[config.mk]
export PLATFORM = sky130hd
export DESIGN_NAME = cache_refill_ctrl
export DESIGN_NICKNAME = d
export VERILOG_FILES = /design/src/rtl/cache_refill_ctrl_pkg.sv /design/src/rtl/cache_refill_ctrl_line_buf.sv /design/src/rtl/cache_refill_ctrl.sv
export SDC_FILE = /design/constraint.sdc
export NUM_CORES = 1
export LEC_CHECK = 0
export BUFFER_PORTS_ARGS = -buffer_cell sky130_fd_sc_hd__buf_2
export CORE_ASPECT_RATIO = 0.8
export CORE_MARGIN = 5
export CORE_UTILIZATION = 23
export CTS_BUF_LIST = sky130_fd_sc_hd__clkbuf_4 sky130_fd_sc_hd__clkbuf_8
export DETAILED_ROUTE_END_ITERATION = 10
export MAX_ROUTING_LAYER = met4
export PLACE_DENSITY = 0.42
export SLEW_MARGIN = 20
export SYNTH_ARGS = -nofsm -noshare
export SYNTH_HDL_FRONTEND = slang
export SYNTH_SLANG_ARGS = --single-unit
[constraint.sdc]
create_clock -name clk -period 2.7 [get_ports clk]
set_input_delay 0 -clock clk [delete_from_list [all_inputs] [get_ports clk]]
set_output_delay 0 -clock clk [all_outputs]
set_load 0.02 [all_outputs]
[src/rtl/cache_refill_ctrl_pkg.sv]
// Shared definitions for the data-cache line refill controller: state encodings,
// line geometry and the cache-side flag constants.
package cache_refill_ctrl_pkg;

  typedef enum logic [1:0] {
    REFILL_IDLE    = 2'd0,
    REFILL_FILL    = 2'd1,
    REFILL_INSTALL = 2'd2,
    REFILL_SETTLE  = 2'd3
  } refill_state_e;

  localparam int LINE_WORDS_C     = 8;
  localparam int LINE_OFFSET_BITS = 5;
  localparam int WORD_OFFSET_BITS = 2;

  localparam int CACHE_LINE_W  = 256;
  localparam int DATA_ADDR_BUS = 32;

  localparam logic UPDATE     = 1'b1;
  localparam logic NOT_UPDATE = 1'b0;
  localparam logic MISS       = 1'b1;
  localparam logic NOT_MISS   = 1'b0;

endpackage

[src/rtl/cache_refill_ctrl_line_buf.sv]
// Line assembly buffer: LINE_WORDS x WORD_W registers, one write port,
// asynchronous clear, whole line exposed flat with word k at [k*WORD_W +: WORD_W].
module refill_line_buf #(
  parameter int WORD_W     = 32,
  parameter int LINE_WORDS = 8,
  parameter int IDX_W      = $clog2(LINE_WORDS)
) (
  input  logic                         clk,
  input  logic                         rst,
  input  logic                         we,
  input  logic [IDX_W-1:0]             idx,
  input  logic [WORD_W-1:0]            wdata,
  output logic [WORD_W*LINE_WORDS-1:0] line
);

  logic [WORD_W-1:0] words_q [LINE_WORDS];

  always_ff @(posedge clk or negedge rst) begin
    if (!rst) begin
      for (int k = 0; k < LINE_WORDS; k++) words_q[k] <= '0;
    end else if (we) begin
      words_q[idx] <= wdata;
    end
  end

  always_comb begin
    line = '0;
    for (int k = 0; k < LINE_WORDS; k++) line[k*WORD_W +: WORD_W] = words_q[k];
  end

endmodule

[src/rtl/cache_refill_ctrl.sv]
// Data-cache line refill controller: fetches a full line word by word from main
// memory, then strobes it into the cache. CACHE_REFILL_CWF_EN enables critical-word-first.
module cache_refill_ctrl
  import cache_refill_ctrl_pkg::*;
#(
  parameter int ADDR_W     = DATA_ADDR_BUS,
  parameter int WORD_W     = 32,
  parameter int LINE_WORDS = LINE_WORDS_C,
  parameter int LINE_W     = WORD_W * LINE_WORDS
) (
  input  logic              clk,
  input  logic              rst,
  input  logic [ADDR_W-1:0] cpu_addr,
  input  logic              cpu_rd_en,
  input  logic              cpu_wr_en,
  input  logic              miss,
  output logic              stall,
  output logic              refill_busy,
  output logic [ADDR_W-1:0] refill_addr,
  output logic [LINE_W-1:0] update_data,
  output logic              update_en,
  output logic              mem_req,
  output logic [ADDR_W-1:0] mem_addr,
  input  logic [WORD_W-1:0] mem_rdata,
  input  logic              mem_ack,
`ifdef CACHE_REFILL_CWF_EN
  output logic              crit_valid,
  output logic [WORD_W-1:0] crit_data,
`endif
  output refill_state_e     dbg_state
);

  localparam int IDX_W = $clog2(LINE_WORDS);
  localparam int LOFF  = $clog2(LINE_W / 8);
  localparam int WOFF  = $clog2(WORD_W / 8);

  refill_state_e         state_q, state_d;
  logic [IDX_W-1:0]      beat_idx_q, beat_cnt_q, start_beat;
  logic [ADDR_W-1:0]     refill_addr_q;
  logic [IDX_W+WOFF-1:0] beat_off;
  logic                  req_hit, beat_ack, last_beat;
  logic                  addr_unused;

  assign req_hit   = (miss == MISS) & (cpu_rd_en | cpu_wr_en);
  assign beat_ack  = (state_q == REFILL_FILL) & mem_ack;
  assign last_beat = (beat_cnt_q == IDX_W'(LINE_WORDS - 1));
  assign beat_off  = {beat_idx_q, {WOFF{1'b0}}};
  assign addr_unused = ^cpu_addr[LOFF-1:0];

`ifdef CACHE_REFILL_CWF_EN
  assign start_beat = cpu_addr[LOFF-1:WOFF];
  assign crit_valid = beat_ack & (beat_cnt_q == '0);
  assign crit_data  = crit_valid ? mem_rdata : '0;
`else
  assign start_beat = '0;
`endif

  always_ff @(posedge clk or negedge rst) begin
    if (!rst) begin
      state_q       <= REFILL_IDLE;
      beat_idx_q    <= '0;
      beat_cnt_q    <= '0;
      refill_addr_q <= '0;
    end else begin
      state_q <= state_d;
      if (state_q == REFILL_IDLE && req_hit) begin
        refill_addr_q <= {cpu_addr[ADDR_W-1:LOFF], {LOFF{1'b0}}};
        beat_idx_q    <= start_beat;
        beat_cnt_q    <= '0;
      end else if (beat_ack) begin
        beat_idx_q <= beat_idx_q + 1'b1;
        beat_cnt_q <= beat_cnt_q + 1'b1;
      end
    end
  end

  // Memory handshake: mem_req/mem_addr are held stable until mem_ack; a beat
  // transfers in any cycle where mem_req & mem_ack, and mem_rdata is valid then.
  always_comb begin
    state_d   = state_q;
    mem_req   = 1'b0;
    update_en = NOT_UPDATE;
    case (state_q)
      REFILL_IDLE:    if (req_hit) state_d = REFILL_FILL;
      REFILL_FILL: begin
        mem_req = 1'b1;
        if (mem_ack && last_beat) state_d = REFILL_INSTALL;
      end
      REFILL_INSTALL: begin
        update_en = UPDATE;
        state_d   = REFILL_SETTLE;
      end
      REFILL_SETTLE:  state_d = REFILL_IDLE;
      default:        state_d = REFILL_IDLE;
    endcase
  end

  assign mem_addr    = mem_req ? (refill_addr_q + ADDR_W'(beat_off)) : '0;
  assign refill_busy = (state_q != REFILL_IDLE);
  assign stall       = refill_busy | req_hit;
  assign refill_addr = refill_addr_q;
  assign dbg_state   = state_q;

  refill_line_buf #(
    .WORD_W     (WORD_W),
    .LINE_WORDS (LINE_WORDS),
    .IDX_W      (IDX_W)
  ) u_line_buf (
    .clk   (clk),
    .rst   (rst),
    .we    (beat_ack),
    .idx   (beat_idx_q),
    .wdata (mem_rdata),
    .line  (update_data)
  );

endmodule

==> results of run 1 <==
## per-layer routing
layer  share of wire  vias up  wire, um
li1                -     3420         -
met1            0.45     3839     16100
met2            0.44      263     15700
met3           0.088       51      3110
met4           0.017        0       603
met5               0        -         0
## final cells by class
class,count,area [um^2],share of cell area
sequential,291,7280,0.460
multi-input combinational,365,3850,0.243
timing repair buffer,471,2840,0.179
clock buffer,86,1040,0.0657
tap,629,787,0.0497
clock inverter,5,27.5,0.00174
inverter,4,15.0,0.000948
## cell usage after synthesis
| master | number | share of area |
|---|---|---|
| dfrtp_1 | 291 | 0.64 |
| mux2_2 | 250 | 0.25 |
| and2_1 | 29 | 0.016 |
| mux2_4 | 20 | 0.026 |
| buf_4 | 19 | 0.013 |
| mux2_1 | 14 | 0.014 |
| buf_2 | 13 | 0.0057 |
| ha_1 | 7 | 0.0077 |
| nand2_1 | 7 | 0.0023 |
| buf_6 | 6 | 0.0059 |
| nand3_1 | 5 | 0.0022 |
| nor2_1 | 5 | 0.0016 |
| inv_1 | 4 | 0.0013 |
| nor2_2 | 4 | 0.0022 |
| a21oi_1 | 3 | 0.0013 |
| clkbuf_1 | 3 | 0.00099 |
| xor2_1 | 3 | 0.0023 |
| nor3_4 | 2 | 0.0029 |
| a22oi_1 | 1 | 0.00066 |
| conb_1 | 1 | 0.00033 |
| mux2i_1 | 1 | 0.00088 |
| nand2_4 | 1 | 0.00099 |
| nand2b_1 | 1 | 0.00055 |
| nand2b_4 | 1 | 0.0012 |
| nand3_2 | 1 | 0.00088 |
| nand3b_1 | 1 | 0.00066 |
| nor3b_2 | 1 | 0.0011 |
| o21ai_0 | 1 | 0.00044 |
## worst paths after layout
check / cells after the start / end / startpoint / slack [ns]
worst max register to register: 6 / u_line_buf.line[85]$_DFFE_PN0P_ / dbg_state[1]$_DFFE_PN0P_ / 0.57
max in group asynchronous: 4 / u_line_buf.line[196]$_DFFE_PN0P_ / rst / 2.20
worst min-delay path: 3 / u_line_buf.line[232]$_DFFE_PN0P_ / rst / 0.09
worst min register to register: 1 / u_line_buf.line[241]$_DFFE_PN0P_ / u_line_buf.line[241]$_DFFE_PN0P_ / 0.49
min in group clk: 4 / dbg_state[0]$_DFFE_PN0P_ / cpu_rd_en / 0.11
worst max-delay path: 5 / mem_addr[19] / dbg_state[1]$_DFFE_PN0P_ / 0.47
## stage by stage
step                       util  power (mW)
after floorplan               -        12.3
after CTS                 0.326        19.9
after global routing      0.326        20.8
final                     0.326        19.5
after global placement    0.290        15.4
after detailed placement  0.290        15.5
## critical path, stage by stage (launching register included)
cell and delay [ns]:
dfrtp_1 0.40, inv_1 0.11, ha_1 0.40, buf_4 0.36, and2_1 0.18, buf_2 0.16
## cell families (layout without fill, tap and decap cells)
| group | after synthesis | after routing | synth area share |
|---|---|---|---|
| flops | 291 | 291 | 0.640 |
| mux | 285 | 285 | 0.288 |
| simple gates | 58 | 58 | 0.0325 |
| buf+inv | 45 | 566 | 0.0265 |
| fa+ha+maj | 7 | 7 | 0.00769 |
| compound gates | 5 | 5 | 0.00242 |
| xor+xnor | 3 | 3 | 0.00231 |
| other cells | 1 | 7 | 0.000329 |
## sequential cells by signal, summed over array words and instances, names as in the netlist
register,cells
beat_cnt_q,3
beat_idx_q,3
dbg_state,2
refill_addr,27
u_line_buf.line,256
## timing repair
action | 4_1_cts | 5_1_grt
hold buffers | 63 | 0
resized for setup | 0 | 0
hold endpoints to repair | 565 | 0
## power by group through the flow
stage               Sequential (mW)  Combinational (mW)  Clock [mW]
CTS                            7.32                8.21        4.40
global placement               7.34                8.07           0
finish                         7.29                8.06        4.20
detailed placement             7.37                8.12           0
floorplan                      9.58                2.69           0
global route                   7.55                8.63        4.61
==> results.toml, run 1 <==
[routing]
final_antenna_net_count = 0
drc = 0
drt_iter0_drc = 241
wire_per_inst_um = 19.2
routed_wl_um = 35500
num_vias = 7573
routed_via_density = 4.09
drt_pass1_iterations = 4

[worst_setup_path]
arrival_ns = 2.23
cp_data_required_time_ns = 2.70
start_kind = "register"
endpoint_kind = "output port"
path_max_fanout = 33
critPathKind = "reg -> out"

[floorplan]
boundaryPins = 396
start_util = 0.234
placeableCoreArea_um2 = 48600
dieHeight_um = 209
num_rows = 72
dieArea_um2 = 54100
fp.dieW_um = 259

[placed_design]
gp_congestion = 0.726
place_area_um2 = 14100
placed_cells = 1697
post-place-ws_ns = 0.514
portBuffers = 383
hpwl_um = 23800

[logic_synthesis]
synth.avg_cell_area_um2 = 16.4
synthesis.area_um2 = 11400
synth.distinct_cells = 28
yosysSeqAreaShare = 0.640
yosysWarnings = 0
ys_ff_latch = 291
syn_inst = 695

[cts]
cts_root_buffer = "clkbuf_8"
cts_max_path_buffers = 3
cts_setup_buffers = 0
cts_buffers = 50
clock-sinks = 291
clk_pin_slew_ns = 0.06
cts_max_level = 2
insertion_delay_ns = 0.59
cts_tree = "yes"

[layout]
fin_cells = 1851
drive_above_1_share = 0.640
fillers = 4972
antenna_cells = 0
layout_common_cells = "buf_2, dfrtp_1, mux2_2, clkbuf_8, dlygate4sd3_1"
final_nets = 1260
syn_to_final_growth_pct = 39.1
final_area_um2 = 15800
layout_commonest_cell = "buf_2"

[global_routing]
grt_pass1_wl_um = 54100
grt_max_degree = 61
grt.overflow.total = 0
grt_pass1_vias = 8346
use_met1 = 0.177
use_met3 = 0.0483
grt.total_usage = 0.133
grt_busiest_layer = "met2"
met2_usage = 0.196
antenna_found_initial = 0

[timing]
rsz0062_at_grt = "false"
finalSetupViolCount = 0
skew_ns = 0.0101
finalCritPeriodShare = 0.824
setup-tns-final_ns = 0
setup_ws_ns = 0.474
fmax_mhz = 449
hold_violations = 0
drv_slew = 0
fin_crit_ns = 2.23
timing.hold.ws_ns = 0.0933

[pwr]
combPwrFrac = 0.412
power_frac_seq = 0.373
powerDensity_nw_per_um2 = 1230
clockPowerShare = 0.215
p_switching_mw = 7.61
power.internal_mw = 11.9
p_leak_nw = 8.24
vdd_drop_max_mv = 0.498
p_sw_frac = 0.389

[status]
status = "complete, no violations"

[min_path]
hold_class = "in -> async"

[flow_run]
maxCapViolations = 0
(Power assumes the default switching activity.)
==> run 2, diff against run 1 <==
PLACE_DENSITY = 0.43   (was 0.42)
clock period = 1.95 ns   (was 2.7 ns; I/O delays follow)
==> results.toml, run 2 (same netlist as run 1, synthesis figures left out) <==
[status]
status = "complete, no violations"

[worst_setup_path]
path_max_fanout = 17
start_kind = "register"
critPathKind = "reg -> reg"
cp_data_required_time_ns = 2.41
endpoint_kind = "register"
worst_r2r_path_depth = 6
arrival_ns = 2.29

[floorplan]
placeableCoreArea_um2 = 48600
start_util = 0.234
dieHeight_um = 209
boundaryPins = 396
num_rows = 72
dieArea_um2 = 54100
fp.dieW_um = 259

[timing]
finalSetupViolCount = 0
fin_crit_ns = 1.83
skew_ns = 0.0149
rsz0062_at_grt = "false"
finalCritPeriodShare = 0.937
drv_slew = 0
setup-tns-final_ns = 0
tightest_slew_ns = 0.600
slew_headroom = 0.600
hold_violations = 0
timing.hold.ws_ns = 0.108
fmax_mhz = 547
setup_ws_ns = 0.123

[cts]
clk_pin_slew_ns = 0.06
cts_max_level = 2
cts_buffers = 50
clock-sinks = 291
cts_root_buffer = "clkbuf_8"
cts_max_path_buffers = 3
insertion_delay_ns = 0.59
cts_tree = "yes"

[pwr]
powerDensity_nw_per_um2 = 1710
vdd_drop_max_mv = 0.718
p_leak_nw = 8.31
total_power_mw = 27.4

[placed_design]
post-place-ws_ns = 0.119
gp_congestion = 0.722
place_area_um2 = 14300
portBuffers = 383
hpwl_um = 24000
placed_cells = 1704

[layout]
layout_common_cells = "buf_2, dfrtp_1, mux2_2, dlygate4sd3_1, clkbuf_8"
multi_input_area_um2 = 3860
drive_above_1_share = 0.642
fillers = 4857
final_nets = 1269
largest_reg_flops = 256
final_util = 0.331
syn_to_final_growth_pct = 41.3
fin_cells = 1857
ff_latch_area_um2 = 7280
layout_commonest_cell = "buf_2"
final_area_um2 = 16100

[global_routing]
grt_pass1_wl_um = 54200
grt.overflow.total = 0
grt.total_usage = 0.133
antenna_found_initial = 0
grt_pass1_vias = 8500
grt_max_degree = 67

[routing]
final_antenna_net_count = 0
wire_per_inst_um = 19.2
routed_wl_um = 35600
drt_pass1_iterations = 4
drt_iter0_drc = 224
drc = 0
num_vias = 7575
routed_via_density = 4.08

[flow_run]
maxCapViolations = 0

[min_path]
hold_class = "in -> reg"
hold_depth = 5
[run 2: cell count changes in the layout (fill, tap and decap cells not counted), sizes merged]
cell / before / now
clkbuf: 86 / 81
bufinv: 0 / 2
diode: 0 / 1
buf: 409 / 417
clkinv: 4 / 3
inv: 4 / 5
dlygate4sd3: 62 / 63
clkinvlp: 1 / 0
[run 2: final cells by class]
| type | count | share of cell area |
|---|---|---|
| Sequential cell | 291 | 0.453 |
| Multi-Input combinational cell | 365 | 0.240 |
| Timing Repair Buffer | 480 | 0.190 |
| Clock buffer | 81 | 0.0619 |
| Tap cell | 629 | 0.0489 |
| Clock inverter | 6 | 0.00521 |
| Inverter | 4 | 0.000934 |
| Antenna cell | 1 | 0.000156 |
[run 2: path summary, 6_finish.rpt]
kind / from / endpoint / slack [ns]
setup / recovery: dbg_state[1]$_DFFE_PN0P_ / u_line_buf.line[192]$_DFFE_PN0P_ / 0.12
hold / removal: cpu_rd_en / beat_cnt_q[2]$_DFFE_PN0P_ / 0.11
setup reg to reg: dbg_state[1]$_DFFE_PN0P_ / u_line_buf.line[192]$_DFFE_PN0P_ / 0.12
hold reg to reg: u_line_buf.line[241]$_DFFE_PN0P_ / u_line_buf.line[241]$_DFFE_PN0P_ / 0.49
max in group asynchronous: rst / u_line_buf.line[213]$_DFFE_PN0P_ / 0.72
min in group asynchronous: rst / u_line_buf.line[97]$_DFFE_PN0P_ / 0.49
[run 2: critical path, cell delays in order (launching register included)]
cell	delay (ns)
dfrtp_1	0.41
inv_2	0.10
ha_4	0.21
nand2_4	0.11
nor3_4	0.30
buf_12	0.23
mux2_2	0.35
[run 2: routing by layer]
metal	track usage	part of all wire	wire length (um)
met1	0.170	0.45	16000
met2	0.202	0.45	16000
met3	0.0482	0.082	2910
met4	0.0357	0.020	711
met5	-	0	0
[run 2: where the power goes]
part | switching, mW | total (mW) | internal [mW]
combinational | 6.63 | 11.3 | 4.66
clock | 2.53 | 6.01 | 3.48
sequential | 1.45 | 10.1 | 8.67
[run 2: repair_timing]
item / in CTS / in global routing
endpoints found under the setup margin: 28 / 1
buffers inserted: 3 / 0
resized for setup: 3 / 1
hold buffers: 63 / 0
pin swaps: 0 / 0
hold endpoints to repair: 582 / 0
==> run 3, diff against run 2 <==
CORE_UTILIZATION = 47   (was 23)
PLACE_DENSITY = 0.78   (was 0.43)
==> results.toml, run 3 (same netlist as run 1, synthesis figures left out) <==
[worst_setup_path]
critPathKind = "reg -> out"
start_kind = "register"
cp_data_required_time_ns = 1.95
endpoint_kind = "output port"
path_max_fanout = 14
arrival_ns = 1.84
cp_cell_sequence = "inv_2 -> ha_4 -> buf_12 -> clkbuf_16 -> and2_1 -> buf_2"
critPathSlowestCell = "dfrtp_1"
critPathMaxStageDelay_ns = 0.41

[layout]
largest_reg_flops = 256
syn_to_final_growth_pct = 36.5
fin_cells = 1526
layout_common_cells = "buf_2, dfrtp_1, mux2_2, dlygate4sd3_1, clkbuf_8"
antenna_cells = 0
final_nets = 1257
layout_commonest_cell = "buf_2"
drive_above_1_share = 0.637
ff_latch_area_um2 = 7280
multi_input_area_um2 = 3860
fillers = 1736

[routing]
met1_length_um = 13000
routed.top_layer = "met4"
routed_wl_um = 31900
drt_iter0_drc = 305
routed-wl-met3_um = 2410
wire_per_inst_um = 20.9
num_vias = 7742
met2_length_um = 15700
drt_pass1_iterations = 4
final_antenna_net_count = 0
drc = 0
routed_via_density = 5.07

[timing]
skew_ns = 0.0221
drv_slew = 0
finalSetupViolCount = 0
fmax_mhz = 545
finalCritPeriodShare = 0.941
setup_ws_ns = 0.114
setup-tns-final_ns = 0
rsz0062_at_grt = "false"
hold_violations = 0
fin_crit_ns = 1.84

[floorplan]
num_rows = 51
placeableCoreArea_um2 = 24100
dieHeight_um = 149
fp.dieW_um = 184
boundaryPins = 396
start_util = 0.472
dieArea_um2 = 27400

[global_routing]
antenna_found_initial = 0
grt.overflow.total = 0
grt.total_usage = 0.234
grt_max_degree = 61
grt_pass1_vias = 8334
grt_pass1_wl_um = 48600

[cts]
cts_root_buffer = "clkbuf_8"
cts_buffers = 45
clk_pin_slew_ns = 0.06
clock-sinks = 291
cts_max_level = 2
insertion_delay_ns = 0.54
cts_max_path_buffers = 3
cts_tree = "yes"

[pwr]
vdd_drop_max_mv = 1.00
total_power_mw = 27.1
p_leak_nw = 8.23
powerDensity_nw_per_um2 = 1750

[flow_run]
maxCapViolations = 0

[placed_design]
gp_congestion = 0.780
portBuffers = 383
placed_cells = 1387
hpwl_um = 21200
post-place-ws_ns = 0.184

[status]
status = "complete, no violations"

[min_path]
hold_class = "in -> reg"
## run 3: cell count changes in the layout (fill, tap and decap cells not counted)
cell	previous run	this run
clkbuf_16	0	1
diode_2	1	0
dlygate4sd3_1	63	62
buf_2	381	379
clkinv_2	3	5
clkbuf_8	62	55
clkbuf_4	19	10
buf_12	19	17
buf_4	16	13
bufinv_16	2	4
## run 3: final timing paths
kind | startpoint | end | slack [ns] | cells past startpoint
hold reg to reg | u_line_buf.line[212]$_DFFE_PN0P_ | u_line_buf.line[212]$_DFFE_PN0P_ | 0.48 | 1
setup reg to reg | dbg_state[1]$_DFFE_PN0P_ | u_line_buf.line[198]$_DFFE_PN0P_ | 0.16 | 6
min in group asynchronous | rst | u_line_buf.line[213]$_DFFE_PN0P_ | 0.50 | 3
hold / removal | miss | dbg_state[0]$_DFFE_PN0P_ | 0.06 | 4
max in group asynchronous | rst | u_line_buf.line[160]$_DFFE_PN0P_ | 0.79 | 4
setup / recovery | dbg_state[1]$_DFFE_PN0P_ | mem_addr[27] | 0.11 | 6
## run 3: where the power goes
part | switching [mW] | internal [mW] | total [mW]
Sequential | 1.52 | 8.67 | 10.2
Combinational | 6.68 | 4.71 | 11.4
Clock | 2.28 | 3.26 | 5.54
## run 3: cell type report
type | count | area share
flip-flops and latches | 291 | 0.469
multi-input cells | 365 | 0.248
repair buffers | 473 | 0.193
clock buffers | 65 | 0.0536
well taps | 318 | 0.0256
clock inverters | 10 | 0.00991
inverters | 4 | 0.000966
## run 3: repair_timing
item                                   4_1_cts  5_1_grt
hold buffers                                63        0
setup buffers                                0        0
gates cloned                                 0        1
endpoints found under the hold margin      580        0
resized for setup                            5        4
setup endpoints to repair                   28       27
## run 3: worst max-delay path: cells and delay by family, from the launching register on
kind	cells	cell delay, ns
buf+inv	4	0.57
flops	1	0.41
simple gates	1	0.13
fa+ha+maj	1	0.19
## run 3: routing by layer
layer	vias up	GRT usage
met5	-	-
met4	0	0.0695
met3	68	0.0522
met2	316	0.382
met1	3959	0.297
li1	3399	-
## run 3: through the flow
stage	hold slack (ns)	area, um^2	util
4_1_cts	0.0348	15500	0.642
2_1_floorplan	-0.296	11400	-
6_report	0.0627	15500	0.644
3_3_place_gp	-0.0356	13900	0.574
5_1_grt	0.0839	15500	0.644
3_5_place_dp	-0.0249	13900	0.574
